`src/rtl/sobel_row_window.sv`:
```
// sobel_row_window
// Three-row sliding window in front of the Sobel accelerators. Row slices
// arrive one per handshake and shift through three row registers. Once three
// rows of a strip are held, the window (top, middle, bottom) is offered
// downstream. Each consumed window lets one new slice in, until the strip's
// row count is reached. A one-cycle done pulse marks the end of the strip.

`ifndef NUM_SOBEL_ACCELERATORS
`define NUM_SOBEL_ACCELERATORS 4
`endif

module sobel_row_window #(
  parameter int NUM_ACC   = `NUM_SOBEL_ACCELERATORS,
  parameter int PIX_W     = 8,
  parameter int ROW_CNT_W = 12,
  localparam int IDATA_W  = (NUM_ACC + 2) * PIX_W
) (
  input  logic                 clk,
  input  logic                 rst_n,
  input  logic                 sctl2srow_start,
  input  logic [ROW_CNT_W-1:0] sctl2srow_num_rows,
  input  logic                 srd2srow_valid,
  input  logic [IDATA_W-1:0]   srd2srow_data,
  output logic                 srow2srd_ready,
  output logic                 srow2sacc_valid,
  input  logic                 sacc2srow_ready,
  output logic [IDATA_W-1:0]   srow2sacc_row1_data,
  output logic [IDATA_W-1:0]   srow2sacc_row2_data,
  output logic [IDATA_W-1:0]   srow2sacc_row3_data,
  output logic                 srow2sctl_done
);

  typedef enum logic [1:0] {
    S_IDLE = 2'd0,
    S_FILL = 2'd1,
    S_WIN  = 2'd2,
    S_WAIT = 2'd3
  } state_t;

  // A strip shorter than three rows still needs three rows to form a window.
  localparam logic [ROW_CNT_W-1:0] MIN_ROWS = ROW_CNT_W'(3);
  localparam logic [ROW_CNT_W-1:0] LAST_FILL = ROW_CNT_W'(2);

  state_t                 r_state;
  state_t                 w_state_next;
  logic [ROW_CNT_W-1:0]   r_rows_in;
  logic [ROW_CNT_W-1:0]   r_num_rows_q;
  logic [ROW_CNT_W-1:0]   w_num_rows_clamped;
  logic [IDATA_W-1:0]     r_row1;
  logic [IDATA_W-1:0]     r_row2;
  logic [IDATA_W-1:0]     r_row3;
  logic                   r_done;
  logic                   w_done_next;
  logic                   w_ready;
  logic                   w_valid;
  logic                   w_accept;
  logic                   w_consume;
  logic                   w_last_row_in;

  assign w_num_rows_clamped = (sctl2srow_num_rows < MIN_ROWS) ? MIN_ROWS : sctl2srow_num_rows;
  assign w_last_row_in      = (r_rows_in == r_num_rows_q);
  assign w_accept           = srd2srow_valid & w_ready;
  assign w_consume          = w_valid & sacc2srow_ready;

  // Handshake outputs decoded from state; a start pulse blocks both handshakes.
  always_comb begin
    w_ready = 1'b0;
    w_valid = 1'b0;
    if (!sctl2srow_start) begin
      case (r_state)
        S_FILL:  w_ready = 1'b1;
        S_WAIT:  w_ready = 1'b1;
        S_WIN: begin
          w_valid = 1'b1;
          // Only pull a new row when the current window leaves in the same
          // cycle, and never beyond the strip length.
          w_ready = sacc2srow_ready & (r_rows_in < r_num_rows_q);
        end
        default: ;
      endcase
    end
  end

  // Next-state decode and end-of-strip detection.
  always_comb begin
    w_state_next = r_state;
    w_done_next  = 1'b0;
    if (sctl2srow_start) begin
      w_state_next = S_FILL;
    end else begin
      case (r_state)
        S_IDLE: ;
        S_FILL: begin
          if (w_accept && (r_rows_in == LAST_FILL)) begin
            w_state_next = S_WIN;
          end
        end
        S_WIN: begin
          if (w_consume) begin
            if (w_last_row_in) begin
              w_state_next = S_IDLE;
              w_done_next  = 1'b1;
            end else if (w_accept) begin
              w_state_next = S_WIN;
            end else begin
              w_state_next = S_WAIT;
            end
          end
        end
        S_WAIT: begin
          if (w_accept) begin
            w_state_next = S_WIN;
          end
        end
        default: w_state_next = S_IDLE;
      endcase
    end
  end

  // State register.
  always_ff @(posedge clk or negedge rst_n) begin
    if (!rst_n) begin
      r_state <= S_IDLE;
    end else begin
      r_state <= w_state_next;
    end
  end

  // Row counter and latched strip length; start restarts counting from zero.
  always_ff @(posedge clk or negedge rst_n) begin
    if (!rst_n) begin
      r_rows_in    <= '0;
      r_num_rows_q <= '0;
    end else if (sctl2srow_start) begin
      r_rows_in    <= '0;
      r_num_rows_q <= w_num_rows_clamped;
    end else if (w_accept) begin
      r_rows_in    <= r_rows_in + ROW_CNT_W'(1);
    end
  end

  // Row shift: every accepted slice becomes the bottom row and the rest move up.
  // Rows are deliberately not cleared on start.
  always_ff @(posedge clk or negedge rst_n) begin
    if (!rst_n) begin
      r_row1 <= '0;
      r_row2 <= '0;
      r_row3 <= '0;
    end else if (w_accept) begin
      r_row1 <= r_row2;
      r_row2 <= r_row3;
      r_row3 <= srd2srow_data;
    end
  end

  // Registered one-cycle done pulse after the final window is consumed.
  always_ff @(posedge clk or negedge rst_n) begin
    if (!rst_n) begin
      r_done <= 1'b0;
    end else begin
      r_done <= w_done_next;
    end
  end

  assign srow2srd_ready      = w_ready;
  assign srow2sacc_valid     = w_valid;
  assign srow2sacc_row1_data = r_row1;
  assign srow2sacc_row2_data = r_row2;
  assign srow2sacc_row3_data = r_row3;
  assign srow2sctl_done      = r_done;

endmodule
```
`config.mk`:
```
export PLATFORM = sky130hd
export DESIGN_NAME = sobel_row_window
export DESIGN_NICKNAME = d
export VERILOG_FILES = /design/src/rtl/sobel_row_window.sv
export SDC_FILE = /design/constraint.sdc
export NUM_CORES = 1
export LEC_CHECK = 0
export CORE_MARGIN = 1.5
export CORE_UTILIZATION = 48
export CTS_BUF_LIST = sky130_fd_sc_hd__clkbuf_16
export DETAILED_ROUTE_END_ITERATION = 8
export HOLD_SLACK_MARGIN = 0.06
export PLACE_DENSITY = 0.81
export SLEW_MARGIN = 20
export SYNTH_ARGS = -nofsm -noshare
export SYNTH_HDL_FRONTEND = slang
export SYNTH_SLANG_ARGS = --single-unit
```
`constraint.sdc`:
```
create_clock -name clk -period 3.7 [get_ports clk]
set_clock_uncertainty 0.2 [all_clocks]
set_input_delay 0.555 -clock clk [delete_from_list [all_inputs] [get_ports clk]]
set_output_delay 0.555 -clock clk [all_outputs]
set_load 0.005 [all_outputs]
```
=== Word level (Yosys, flattened, before mapping) ===
Cells that the tools add are included.

* Flip-flop bits (word level): 171
* Bits in latches: 0
* Bits in writable memories: 0
* Bits in read-only memories: 0
* Output and inout bits: 147
* Memories: 0

* Add/sub/neg operators: 1
* Multipliers: 0
* Div/mod/pow operators: 0
* Order comparisons: 2
* Eq/ne operators: 8
* Shift-type cells: 0
* Multiplexer cells: 18
* Bitwise logic cells: 3
* Reduce and logical (&&, ||, !) cells: 5

{| class="wikitable"
|+ Operators by type and width
! cell !! number
|-
| 2-to-1 mux 12 bit || 3
|-
| adder 12 x 1 -> 12 bit, second input constant || 1
|-
| == test 12 bit || 1
|-
| == test 12 x 2 -> 1 bit, second input constant || 1
|-
| less-than comparator 12 bit || 1
|-
| less-than comparator 12 x 2 -> 1 bit, second input constant || 1
|-
| 2-to-1 mux 2 bit || 5
|-
| inequality test 3 bit, second input constant || 3
|-
| 2-to-1 mux 1 bit || 8
|-
| one-hot mux 2 bit (3 select lines) || 1
|-
| == test 2 bit, second input constant || 2
|-
| AND reduction 4 bit || 1
|-
| nonzero test 4 bit || 1
|-
| bitwise AND 1 bit || 3
|-
| == test 2 x 1 -> 1 bit, second input constant || 1
|-
| one-hot mux 1 bit (2 select lines) || 1
|-
| nonzero test 2 bit || 1
|-
| OR reduction 2 bit || 1
|-
| logical AND 1 bit || 1
|}

=== Depth between registers and ports, before layout ===
Gate-level depths: netlist of the first run.

* Depth after elaboration: 10
* Depth in mapped cells: 11
* Gate-level depth less buffers: 8

=== Least setup slack after synthesis of the first run ===
Ideal clock, no wire load.

* Path kind: reg2reg
* From: reg r_rows_in[5]
* To: reg r_row2[19], in the netlist srow2sacc_row2_data[19]
* Arrival: 2.753 ns
* Data required time: 3.375 ns
* Path slack: 0.622 ns
* Stages on the path, launching flop included: 11
* Buffers on the path: 3
* Cell sequence: dfrtp_1 > ha_1 > a21oi_1 > nor3_1 > o41a_1 > or3_1 > buf_6 > nor3_4 > buf_6 > buf_12 > mux2_2

* Cells in the longest elaborated chain, start to end: 5

{| class="wikitable"
|+ RTL lines
! item !! line !! source
|-
| start, declared || 46 || <nowiki>logic [ROW_CNT_W-1:0] r_rows_in;</nowiki>
|-
| start signal, assigned || 138 || <nowiki>r_rows_in <= r_rows_in + ROW_CNT_W'(1);</nowiki>
|-
| less-than comparator 12 bit || 77 || <nowiki>w_ready = sacc2srow_ready & (r_rows_in < r_num_rows_q);</nowiki>
|-
| bitwise AND 1 bit || 77 ||
|-
| one-hot mux 1 bit (2 select lines) || 70 || <nowiki>case (r_state)</nowiki>
|-
| 2-to-1 mux 1 bit || 69 || <nowiki>if (!sctl2srow_start) begin</nowiki>
|-
| bitwise AND 1 bit || 62 || <nowiki>assign w_accept = srd2srow_valid & w_ready;</nowiki>
|-
| end signal, assigned || 151 || <nowiki>r_row2 <= r_row3;</nowiki>
|-
| end, declared || 50 || <nowiki>logic [IDATA_W-1:0] r_row2;</nowiki>
|}

No other way between the ends.
A chain may end at the register's enable or synchronous reset.

=== Worst setup path in the final report of the first run ===
* From: reg r_rows_in[10]
* To: out srow2srd_ready

* Cells in the longest elaborated chain, start to end: 4

{| class="wikitable"
|+ RTL lines
! item !! line !! source
|-
| less-than comparator 12 bit || 77 ||
|-
| bitwise AND 1 bit || 77 ||
|-
| one-hot mux 1 bit (2 select lines) || 70 ||
|-
| 2-to-1 mux 1 bit || 69 ||
|-
| end, declared || 24 || <nowiki>output logic srow2srd_ready,</nowiki>
|}

No other way between the ends.

==> impl_metrics.tcl, run 1 <==
set metrics [dict create \
    status "complete, no violations" \
    cts_tree "built" \
    worstPathCellList "ha_1, nand4_1, or3_4, a2111oi_4, or3_4, nor3_1, dlymetal6s2s_1" \
    dp_hpwl_um 11400 \
    std_cell_rows 44 \
    gp_congestion 0.899 \
    die_w_um 126 \
    ctsHtreeMaxLevel 4 \
    critical_path.most_common_cell "or3_4" \
    timing.rr.end "srow2sacc_row1_data[10]" \
    area_growth_pct 38.3 \
    fin_cells 907 \
    syn_nets 572 \
    holdWs_ns 0.286 \
    vias 4811 \
    drive_gt1_frac 0.127 \
    synthesis.area_mm2 0.00730 \
    finalCoreUtilization 0.687 \
    p_int_mw 5.86 \
    worst_pin_slew_ns 0.821 \
    ant_nets 0 \
    crit_required_ns 2.94 \
    io_buffers 211 \
    pre_cts_ws_ns 0.194 \
    postPlaceCellArea_mm2 0.00952 \
    ys_seq_area_frac 0.586 \
    switching_power_mw 2.45 \
    drv_slew 0 \
    cts-buffers-inserted 17 \
    r2r_start "r_rows_in[5]" \
    fp.coreArea_mm2 0.0147 \
    r2r_setup_slack_ns 0.28 \
    synth_area_leaders "dfrtp_1, mux2_1, mux2_4" \
    drv_cap 0 \
    path_max_fanout 5 \
    arrival_ns 2.69 \
    setup.worst_path.start "r_rows_in[10]" \
    initial_utilization 0.496 \
    ir_drop_mv 0.394 \
    drc 0 \
    synthXorXnorAreaFrac 0.00360 \
    route.met2.wl_um 7670 \
    die_y_um 126 \
    clock.fmax_ghz 0.290 \
    grt_usage 0.207 \
    final.setup.tns_ns 0 \
    min_path_type "reg -> reg" \
    synth_commonest_cells "dfrtp_1, mux2_1, mux2_4" \
    nets 793 \
    ioPinCount 212 \
    cts_buffer_depth 2 \
    min_period_ns 3.45 \
    synth-compound-area-share 0.0386 \
    yosys.area_share.adder 0.0309 \
    max_slew_margin 0.452 \
    synth_top_family_by_area "multiplexers" \
    synth_ff_type "dfrtp_1" \
    synth_top_area_cell "dfrtp_1" \
    cp-endpoint "srow2srd_ready" \
    met1_length_um 6470 \
    route.met3.wl_um 1440 \
    fin_crit_sh 0.932 \
    synth_edf_count 0 \
    antenna_found_initial 0 \
    first_pass_iters 5 \
    fin_area_mm2 0.0101 \
    grt_pass1_vias 4996 \
    synth_top_area_frac 0.586 \
    antenna-diode-count 0 \
    async_flop_share 1.00 \
    clkPwrFrac 0.196 \
    cp_slowest_cell "a2111oi_4" \
    setup_slack_ns 0.253 \
    avgSynthCellArea_um2 14.9 \
    powerDensity_mw_per_mm2 823 \
    power_mw 8.31 \
    start_kind "flop" \
    cp_num_buf_inv 1 \
    p_sw_frac 0.295 \
    root_buffer "clkbuf_16" \
    yosysUniqueCellTypes 37 \
    leakagePower_nw 4.33 \
    p_comb_frac 0.408 \
    grt_overflow 0 \
    pwr-share-seq 0.397 \
    worst_path_largest_cell_delay_ns 0.46 \
    clock_latency_ns 0.42 \
    initialDrtViolationCount 267 \
    ff2ff_path_depth 10 \
    clk_pin_slew_ns 0.07 \
    top_layer_used "met4" \
    die-area_mm2 0.0160 \
    ys_seq_elements 171 \
    syn_inst 489 \
    detail_route.wl_per_cell_um 17.5 \
    cp.depth 7 \
    grt_max_degree 93 \
    ys_warn_count 0 \
    clock-sinks 171 \
    yosysMostFrequentCell "dfrtp_1" \
    drt-total-wl_um 15900 \
    hold_violations 0 \
    crit_path_end_kind "primary output" \
    worst-setup-path-type "reg -> out" \
    critPathTopFamily "simple AND/OR/NAND/NOR gates" \
    drt-vias-per-instance 5.30 \
    synth_mux_area_frac 0.239 \
    setup_viol 0 \
    synth-simple-area-share 0.0544 \
    rsz0062_at_grt "no" \
    dpl.cell_count 873 \
    grt_pass1_wl_um 25900 \
]
==> worst reg2reg max path, cell delays in order, from the launching register on <==
cell     delay (ns)
dfrtp_2        0.46
ha_1           0.34
a21oi_1        0.15
nor3_1         0.06
o41a_1         0.47
or3_4          0.37
buf_4          0.18
nor3_4         0.27
buf_12         0.23
buf_12         0.20
mux2_2         0.37
==> registers in the layout (all words and copies together) (netlist names) <==
signal               flops
srow2sctl_done           1
r_state                  2
srow2sacc_row3_data     48
r_rows_in               12
srow2sacc_row2_data     48
r_num_rows_q            12
srow2sacc_row1_data     48
==> final cells by class <==
type | instances | area (µm²)
fill | 996 | 4610
sequential | 171 | 4280
multi-input combinational | 281 | 2680
timing repair buffer | 224 | 2300
clock buffer | 17 | 425
tap | 184 | 230
clock inverter | 15 | 118
inverter | 15 | 56.3
==> repair_timing <==
item / CTS / global route
setup buffers: 1 / 0
pin swaps: 1 / 0
gates resized for setup: 2 / 1
hold buffers: 1 / 0
hold endpoints to repair: 91 / 0
gates cloned: 0 / 0
setup endpoints to repair: 1 / 1
==> power groups by stage <==
stage | registers [mW] | logic, mW | clock network, mW
2_1_floorplan | 3.28 | 1.36 | 0
3_3_place_gp | 3.26 | 3.30 | 0
3_5_place_dp | 3.33 | 3.38 | 0
4_1_cts | 3.30 | 3.43 | 1.66
5_1_grt | 3.42 | 3.61 | 1.75
6_report | 3.30 | 3.38 | 1.63
==> cells in the final DEF, fill, tap and decap left out, drive strengths merged, types with 3 or more instances in the layout <==
cell	n
clkdlybuf4s50	209
dfrtp	171
mux2	144
inv	20
nand2	19
ha	18
clkbuf	17
o21ai	16
buf	13
a21oi	12
nor2	9
nand3	8
or3	7
clkinv	7
nor4	6
nand4	5
nor3	5
or4	4
nor2b	3
and3	3
o31ai	3
xnor2	3
clkinvlp	3
==> worst min path at each step <==
stage	slack [ns]	cells past startpoint	from	endpoint
5_1_grt	0.30	1	srow2sacc_row1_data[24]	srow2sacc_row1_data[24]
3_5_place_dp	0.27	1	srow2sacc_row1_data[17]	srow2sacc_row1_data[17]
2_1_floorplan	0.06	0	rst_n	r_num_rows_q[0]
3_3_place_gp	0.27	1	srow2sacc_row1_data[40]	srow2sacc_row1_data[40]
4_1_cts	0.29	1	srow2sacc_row1_data[17]	srow2sacc_row1_data[17]
6_report	0.29	1	srow2sacc_row1_data[34]	srow2sacc_row1_data[34]
==> metal layers <==
layer / GRT usage / vias up
met5: 0 / -
met1: 0.256 / 2380
li1: - / 2195
met4: 0.0717 / 0
met3: 0.0763 / 29
met2: 0.338 / 207
==> cells by family after synthesis <==
logic type,after synthesis
xor gates and xnor gates,3
muxes,145
adders and majority gates,18
AOI/OAI and AO/OA,42
and+or+nand+nor,73
buffers and inverters,37
DFF,171
(Power assumes the default switching activity.)
==> inputs of run 2 (changes only) <==
- CORE_UTILIZATION: 48 -> 40
- PLACE_DENSITY: 0.81 -> 0.69
- RECOVER_POWER: default -> 100
==> impl_metrics.tcl, run 2 (synthesized netlist as in run 1, its figures left out) <==
set metrics [dict create \
    max_slew_margin -0.232 \
    leakagePower_nw 4.34 \
    clkPwrFrac 0.214 \
    area_growth_pct 37.3 \
    die-area_mm2 0.0191 \
    grt_max_degree 75 \
    dpl.cell_count 919 \
    violations "max-capacitance violations, max-slew violations" \
    path_max_fanout 4 \
    detail_route.wl_per_cell_um 16.0 \
    fin_crit_sh 0.949 \
    io_buffers 211 \
    drv_cap 1 \
    grt_usage 0.169 \
    clk_pin_slew_ns 0.06 \
    initialDrtViolationCount 203 \
    clock-sinks 171 \
    worst-setup-path-type "reg -> out" \
    finalCoreUtilization 0.560 \
    gp_congestion 0.829 \
    hold_violations 0 \
    ant_nets 0 \
    clock.fmax_ghz 0.285 \
    ioPinCount 212 \
    p_int_mw 5.43 \
    drv_slew 74 \
    cp_num_buf_inv 1 \
    ir_drop_mv 0.375 \
    pwr-share-seq 0.418 \
    worstPathCellList "ha_1, nand4_1, or3_1, a2111oi_4, or3_4, nor3_1, dlygate4sd2_1" \
    drt-total-wl_um 15300 \
    worst_path_largest_cell_delay_ns 0.46 \
    p_comb_frac 0.368 \
    cts_buffer_depth 2 \
    drt-vias-per-instance 5.03 \
    antenna_found_initial 0 \
    root_buffer "clkbuf_16" \
    grt_overflow 0 \
    dp_hpwl_um 11100 \
    grt_pass1_wl_um 26000 \
    nets 796 \
    drive_gt1_frac 0.0895 \
    ctsHtreeMaxLevel 4 \
    drc 0 \
    cts_tree "built" \
    crit_path_end_kind "primary output" \
    crit_required_ns 2.94 \
    critPathTopFamily "simple AND/OR/NAND/NOR gates" \
    antenna-diode-count 0 \
    cp_slowest_cell "or3_1" \
    final.setup.tns_ns 0 \
    min_period_ns 3.51 \
    rsz0062_at_grt "no" \
    worst_pin_slew_ns 1.85 \
    start_kind "flop" \
    vias 4804 \
    cts-buffers-inserted 17 \
    first_pass_iters 4 \
    die_w_um 138 \
    fin_cells 955 \
    holdWs_ns 0.279 \
    arrival_ns 2.76 \
    p_sw_frac 0.298 \
    min_path_type "reg -> reg" \
    fp.coreArea_mm2 0.0179 \
    status "finished with violations" \
    std_cell_rows 49 \
    layout_common_cells "dfrtp_1, dlygate4sd3_1, mux2_1" \
    setup_viol 0 \
    powerDensity_mw_per_mm2 772 \
    switching_power_mw 2.30 \
    clock_latency_ns 0.42 \
    die_y_um 138 \
    initial_utilization 0.408 \
    grt_pass1_vias 4986 \
    final_common_cell "dfrtp_1" \
]
-- run 2: changes by cell type in the layout (fill, tap and decap cells not counted), moves of 2 or more --
cell,change
clkbuf_4,+2
mux2_1,+25
clkbuf_2,+4
clkdlybuf4s50_1,-147
buf_12,-3
clkinv_4,-2
clkbuf_1,+2
clkinv_1,+2
mux2_4,-25
dlygate4sd3_1,+147
-- run 2: layout make-up --
| class | instances | area (µm²) |
|---|---|---|
| Fill cell | 1494 | 7890 |
| Tap cell | 229 | 287 |
| Sequential cell | 171 | 4280 |
| Inverter | 15 | 56.3 |
| Clock buffer | 17 | 425 |
| Timing Repair Buffer | 227 | 2260 |
| Multi-Input combinational cell | 281 | 2580 |
| Clock inverter | 15 | 125 |
-- run 2: layer usage --
layer	GRT usage	part of all wire	up-vias
met2	0.264	0.48	163
met3	0.0502	0.059	20
li1	-	-	2203
met5	0	0	-
met1	0.223	0.44	2418
met4	0.0609	0.020	0
-- run 2: worst paths after layout --
kind,end,slack (ns),depth (start not counted),from
worst max-delay path,srow2srd_ready,0.19,7,r_rows_in[11]
worst min-delay path,srow2sacc_row1_data[41],0.28,1,srow2sacc_row1_data[41]
min in group asynchronous,r_state[1],0.96,2,rst_n
worst max register to register,srow2sacc_row3_data[26],0.25,9,r_rows_in[7]
max in group asynchronous,srow2sacc_row2_data[43],0.59,3,rst_n
worst min register to register,srow2sacc_row1_data[41],0.28,1,srow2sacc_row1_data[41]
-- run 2: power by group through the flow --
stage | clock, mW | combinational, mW | sequential [mW]
finish | 1.66 | 2.84 | 3.23
detailed placement | 0 | 3.35 | 3.33
global placement | 0 | 3.28 | 3.27
CTS | 1.70 | 3.38 | 3.30
global route | 1.79 | 3.08 | 3.38
floorplan | 0 | 1.36 | 3.28
-- run 2: repair_timing --
item | 4_1_cts | 5_1_grt
resized for setup | 4 | 0
hold endpoints to repair | 72 | 0
hold buffers | 1 | 0
setup buffers | 3 | 0
endpoints found under the setup margin | 1 | 0
-- run 2: worst register-to-register path: stages (launching register included) --
cell,delay (ns)
dfrtp_1,0.45
ha_1,0.34
a21oi_1,0.16
nor2_1,0.06
o41a_1,0.42
or3_4,0.44
nor3_4,0.29
buf_12,0.24
clkbuf_4,0.36
mux2_1,0.37
-- run 2: through the flow --
stage | total power [mW] | cell area, µm² | setup WS [ns]
floorplan | 4.64 | 7300 | 0.622
CTS | 8.38 | 10200 | 0.225
detailed placement | 6.68 | 9570 | 0.265
finish | 7.73 | 10000 | 0.188
global route | 8.25 | 10000 | 0.0426
global placement | 6.55 | 9570 | 0.278
==> variant 1, RTL diff (flow settings as in run 2) <==
Reset style: synchronous (`rst_n`), changed in 4 clocked blocks.
--- a/src/rtl/sobel_row_window.sv
+++ b/src/rtl/sobel_row_window.sv
@@ -120,3 +120,3 @@
   // State register.
-  always_ff @(posedge clk or negedge rst_n) begin
+  always_ff @(posedge clk) begin
     if (!rst_n) begin
@@ -129,3 +129,3 @@
   // Row counter and latched strip length; start restarts counting from zero.
-  always_ff @(posedge clk or negedge rst_n) begin
+  always_ff @(posedge clk) begin
     if (!rst_n) begin
@@ -143,3 +143,3 @@
   // Rows are deliberately not cleared on start.
-  always_ff @(posedge clk or negedge rst_n) begin
+  always_ff @(posedge clk) begin
     if (!rst_n) begin
@@ -156,3 +156,3 @@
   // Registered one-cycle done pulse after the final window is consumed.
-  always_ff @(posedge clk or negedge rst_n) begin
+  always_ff @(posedge clk) begin
     if (!rst_n) begin
Formal check against the unedited RTL: differs if rst_n is asserted again (counterexample within 4 cycles, from zero or initial values and one cycle with rst_n low); with rst_n held inactive, the same outputs for 4 cycles.
==> variant 1 against run 2 <==
- routed wire length grew 9.6%
- hold slack lost 0.030 ns
- area after synthesis shrank 12%
- non-clock buffer count shrank 8
- worst setup slack gained 0.17 ns
- critical path depth grew 1
- global-route usage grew 2.9 points
- sequential cell count is the same
- utilization grew 2.1 points
- design area shrank 8.7%
Power is not compared: it rests on default switching activity, and its combinational part moved more than twofold at a synthesized area within 25%.
==> variant 1: results <==
group,metric,value,unit
status,status,"finished clean",
global_routing,grt_first_pass_wirelength,26140,microns
clock_tree,clk_path_buf_depth,2,
logic_synthesis,synth_xor_xnor_area_share,0.001369,
logic_synthesis,synth-adder-area-share,0.02738,
logic_synthesis,synth_compound_area_frac,0.1600,
place,dp.cells,1131,
setup_path,worstReg2RegStart,"r_rows_in[9]",
global_routing,grt_use_met1,0.2525,
route,via_count,5772,
min_path,min_path_type,"reg -> reg",
final_layout,nets,1013,
global_routing,grt_use_met3,0.05822,
logic_synthesis,postSynthCellCount,753,
route,drt-pass1-iter-count,5,
power_and_ir_drop,ir_worst_vdd,0.0003023,V
route,dr_wl_met3,957,microns
logic_synthesis,syn-num-nets,832,
global_routing,grt_usage,0.1980,
min_path,min_from,"srow2sacc_row1_data[43]",
logic_synthesis,ys_types,39,
clock_tree,worstSkewPairLatency,0.42,ns
min_path,holdPathStages,2,
clock_tree,cts_setup_buffers,0,
setup_path,end_kind,"register",
setup_path,slowest_delay,0.72,ns
route,wl,16710,microns
logic_synthesis,synthTopCellsByArea,"dfxtp_1 (54%), nand2_1 (9.3%), o21ai_0 (7.8%)",
min_path,min_to,"srow2sacc_row1_data[43]",
setup_path,cp_max_fo,63,
logic_synthesis,synthTopCellsByCount,"dfxtp_1 (171), nand2_1 (159), o21ai_0 (100)",
setup_path,r2r-end,"r_rows_in[0]",
route,wl_met1,7331,microns
place,globalplace.congestion,0.7764,
setup_path,crit_path_start,"r_rows_in[9]",
final_layout,fillCellCount,1460,
route,met2_length,8001,microns
global_routing,met2_usage,0.3113,
setup_path,cp_data_arrival_time,3.43,ns
setup_path,r2r_slack,0.36,ns
place,dp_hpwl,11380,microns
global_routing,first_global_vias,5048,
global_routing,grt_max_degree,91,
setup_path,slowest_stage,"and4_1",
clock_tree,ctsResizeCount,0,
setup_path,rr_worst_depth,8,
power_and_ir_drop,power.leakage,3.602,nW
floorplanning,row_count,46,
clock_tree,cts_made_buffers,17,
route,dr.first_iter.drc_count,313,
power_and_ir_drop,switching_power,0.0008672,W
logic_synthesis,async_flop_share,0,
route,viasPerCell,4.967,
clock_tree,cts.clk_slew.worst_paths,0.06,ns
logic_synthesis,synthMuxAreaShare,0.004694,
sta,tightestPinTransition,1.296,ns
final_layout,drive_above_1_share,0.05074,
logic_synthesis,ys_seq_area_frac,0.5351,
==> variant 1: changes by cell type in the layout (fill, tap and decap cells not counted), moves of 10 or more <==
cell,before,now
a21oi_1,12,64
dfrtp_1,170,0
dfxtp_1,0,171
mux2_1,127,0
mux2_2,12,0
nand2_1,19,159
nand3_1,8,91
nand3_2,0,10
o21ai_0,16,109
==> variant 1: stage by stage <==
step / total power [W] / hold slack [ns] / instance area [sq um] / setup slack [ns]
after floorplan: 0.002040 / 0.2493 / 6397 / 1.267
after global placement: 0.002183 / 0.2407 / 8647 / 0.7477
after detailed placement: 0.002185 / 0.2456 / 8647 / 0.7308
after CTS: 0.003884 / 0.2542 / 9206 / 0.3820
after global routing: 0.003965 / 0.2646 / 9150 / 0.1609
final: 0.003832 / 0.2491 / 9150 / 0.3565
==> variant 1: final cells by class <==
type                    count  share of cell area
multi-input cells         510              0.2888
flip-flops and latches    171              0.3741
clock buffers              17             0.04649
clock inverters            14             0.01463
well taps                 216             0.02954
repair buffers            219              0.2403
inverters                  15            0.006153
==> variant 2, RTL diff (settings of run 2) <==
Made on the original files. `ROW_CNT_W`: 12 -> 6.
--- a/src/rtl/sobel_row_window.sv
+++ b/src/rtl/sobel_row_window.sv
@@ -14,3 +14,3 @@
   parameter int PIX_W     = 8,
-  parameter int ROW_CNT_W = 12,
+  parameter int ROW_CNT_W = 6,
   localparam int IDATA_W  = (NUM_ACC + 2) * PIX_W
Ports: changed (resized sctl2srow_num_rows); port bits go from 212 to 206. No check against the original RTL was run, so the function may have changed too.
==> variant 2 against run 2 <==
- total power is 2.9% lower
- largest power group unchanged
- worst setup slack better by 0.14 ns
- combinational power is 7.4% lower
- via count is 14% lower
- sequential share of layout area is 0.57 points higher
- utilization is 1.9 points higher
- count of clock-buffer cells in the layout stayed put
- routed wire length is 6.7% lower
- design area is 8.3% lower
- sequential cell count is 12 lower
- register-to-register slack better by 0.18 ns
- area after synthesis is 11% lower
- hold slack better by 0.0057 ns
==> variant 2: results <==
group,metric,value,unit
sta,setup_tns,0,ns
power_and_ir_drop,ir_worst_vdd,0.0004947,V
route,via_count,4142,
setup_path,cp_max_fo,13,
logic_synthesis,ys_seq_area_frac,0.6097,
power_and_ir_drop,power.leakage,4.041,nW
place,port_buffers,205,
min_path,min_from,"srow2sacc_row1_data[2]",
global_routing,first_global_vias,4359,
global_routing,grt_usage,0.1735,
global_routing,grt_max_degree,59,
logic_synthesis,ys_types,35,
setup_path,slowest_delay,0.53,ns
final_layout,fillCellCount,1315,
place,dp_hpwl,10050,microns
min_path,min_path_type,"reg -> reg",
status,status,"finished clean",
place,globalplace.congestion,0.8257,
global_routing,grt_first_pass_wirelength,22650,microns
place,dpl-instance-area,8758,sq um
clock_tree,clk_path_buf_depth,2,
logic_synthesis,syn_avg_cell_area,15.76,sq um
route,viasPerCell,4.844,
setup_path,slowest_stage,"a311oi_4",
logic_synthesis,syn-num-nets,485,
setup_path,worstReg2RegStart,"r_rows_in[3]",
clock_tree,root_buffer,"clkbuf_16",
logic_synthesis,synthTopCellsByArea,"dfrtp_1 (61%), mux2_1 (14%), mux2_4 (8.7%)",
sta,relSlewSlack,0.1351,
route,wl_per_cell,16.65,microns
final_layout,nets,697,
setup_path,cp_data_arrival_time,2.61,ns
route,dr.first_iter.drc_count,177,
setup_path,r2r_slack,0.43,ns
clock_tree,cts_setup_buffers,0,
setup_path,crit_path_start,"r_rows_in[5]",
final_layout,drive_above_1_share,0.1033,
logic_synthesis,synthTopCellsByCount,"dfrtp_1 (159), mux2_1 (79), mux2_4 (38)",
place,dp.cells,822,
logic_synthesis,yosysWarnings,0,
[variant 2: kinds of logic after synthesis]
group | Yosys count | share of synthesized area
mux | 145 | 0.2719
compound gates | 29 | 0.03029
buf+inv | 30 | 0.03508
simple gates | 39 | 0.03010
fa+ha+maj | 12 | 0.02301
flops | 159 | 0.6097
[variant 2: layer usage]
layer	share of wire	global-route usage
met5	0	0
met4	0.019	0.06787
met3	0.065	0.06026
met2	0.51	0.2808
met1	0.41	0.2145
[variant 2: final cells by class]
cell class | count | share of cell area
sequential | 159 | 0.4330
clock buffer | 17 | 0.04630
tap | 216 | 0.02941
clock inverter | 15 | 0.02097
inverter | 10 | 0.004085
timing repair buffer | 213 | 0.2282
multi-input combinational | 225 | 0.2380
[variant 2: final timing paths]
check                                          end  cells past startpoint
setup / recovery                    srow2srd_ready                      6
min in group asynchronous          r_num_rows_q[0]                      2
max in group asynchronous  srow2sacc_row2_data[32]                      3
setup reg to reg           srow2sacc_row3_data[15]                      7
hold reg to reg             srow2sacc_row1_data[2]                      1
hold / removal              srow2sacc_row1_data[2]                      1
[variant 2: worst max-delay path: cells and delay by family, from the launching register on]
family / cells / cell delay (ns)
buffers and inverters: 1 / 0.48
DFF: 1 / 0.43
AOI/OAI and AO/OA: 2 / 0.63
adders and majority gates: 1 / 0.35
and+or+nand+nor: 2 / 0.31
[variant 2: power by group]
group          internal (W)  switching (W)
combinational       0.00168       0.000953
clock               0.00113       0.000689
sequential          0.00256       0.000509
total               0.00536        0.00215
[variant 2: per-stage QoR]
step                        util  worst slack, ns  hold WS [ns]
after detailed placement  0.5514           0.4452        0.2806
after floorplan                -            1.324       0.05941
after CTS                 0.5909          0.06472        0.2969
after global routing      0.5785           0.1098        0.3092
final                     0.5785           0.3311        0.2845
after global placement    0.5514           0.4660        0.2702
[variant 2: timing repair]
item	4_1_cts	5_1_grt
gates resized for setup	0	1
endpoints found under the hold margin	48	0
setup endpoints to repair	0	1
hold buffers	1	0
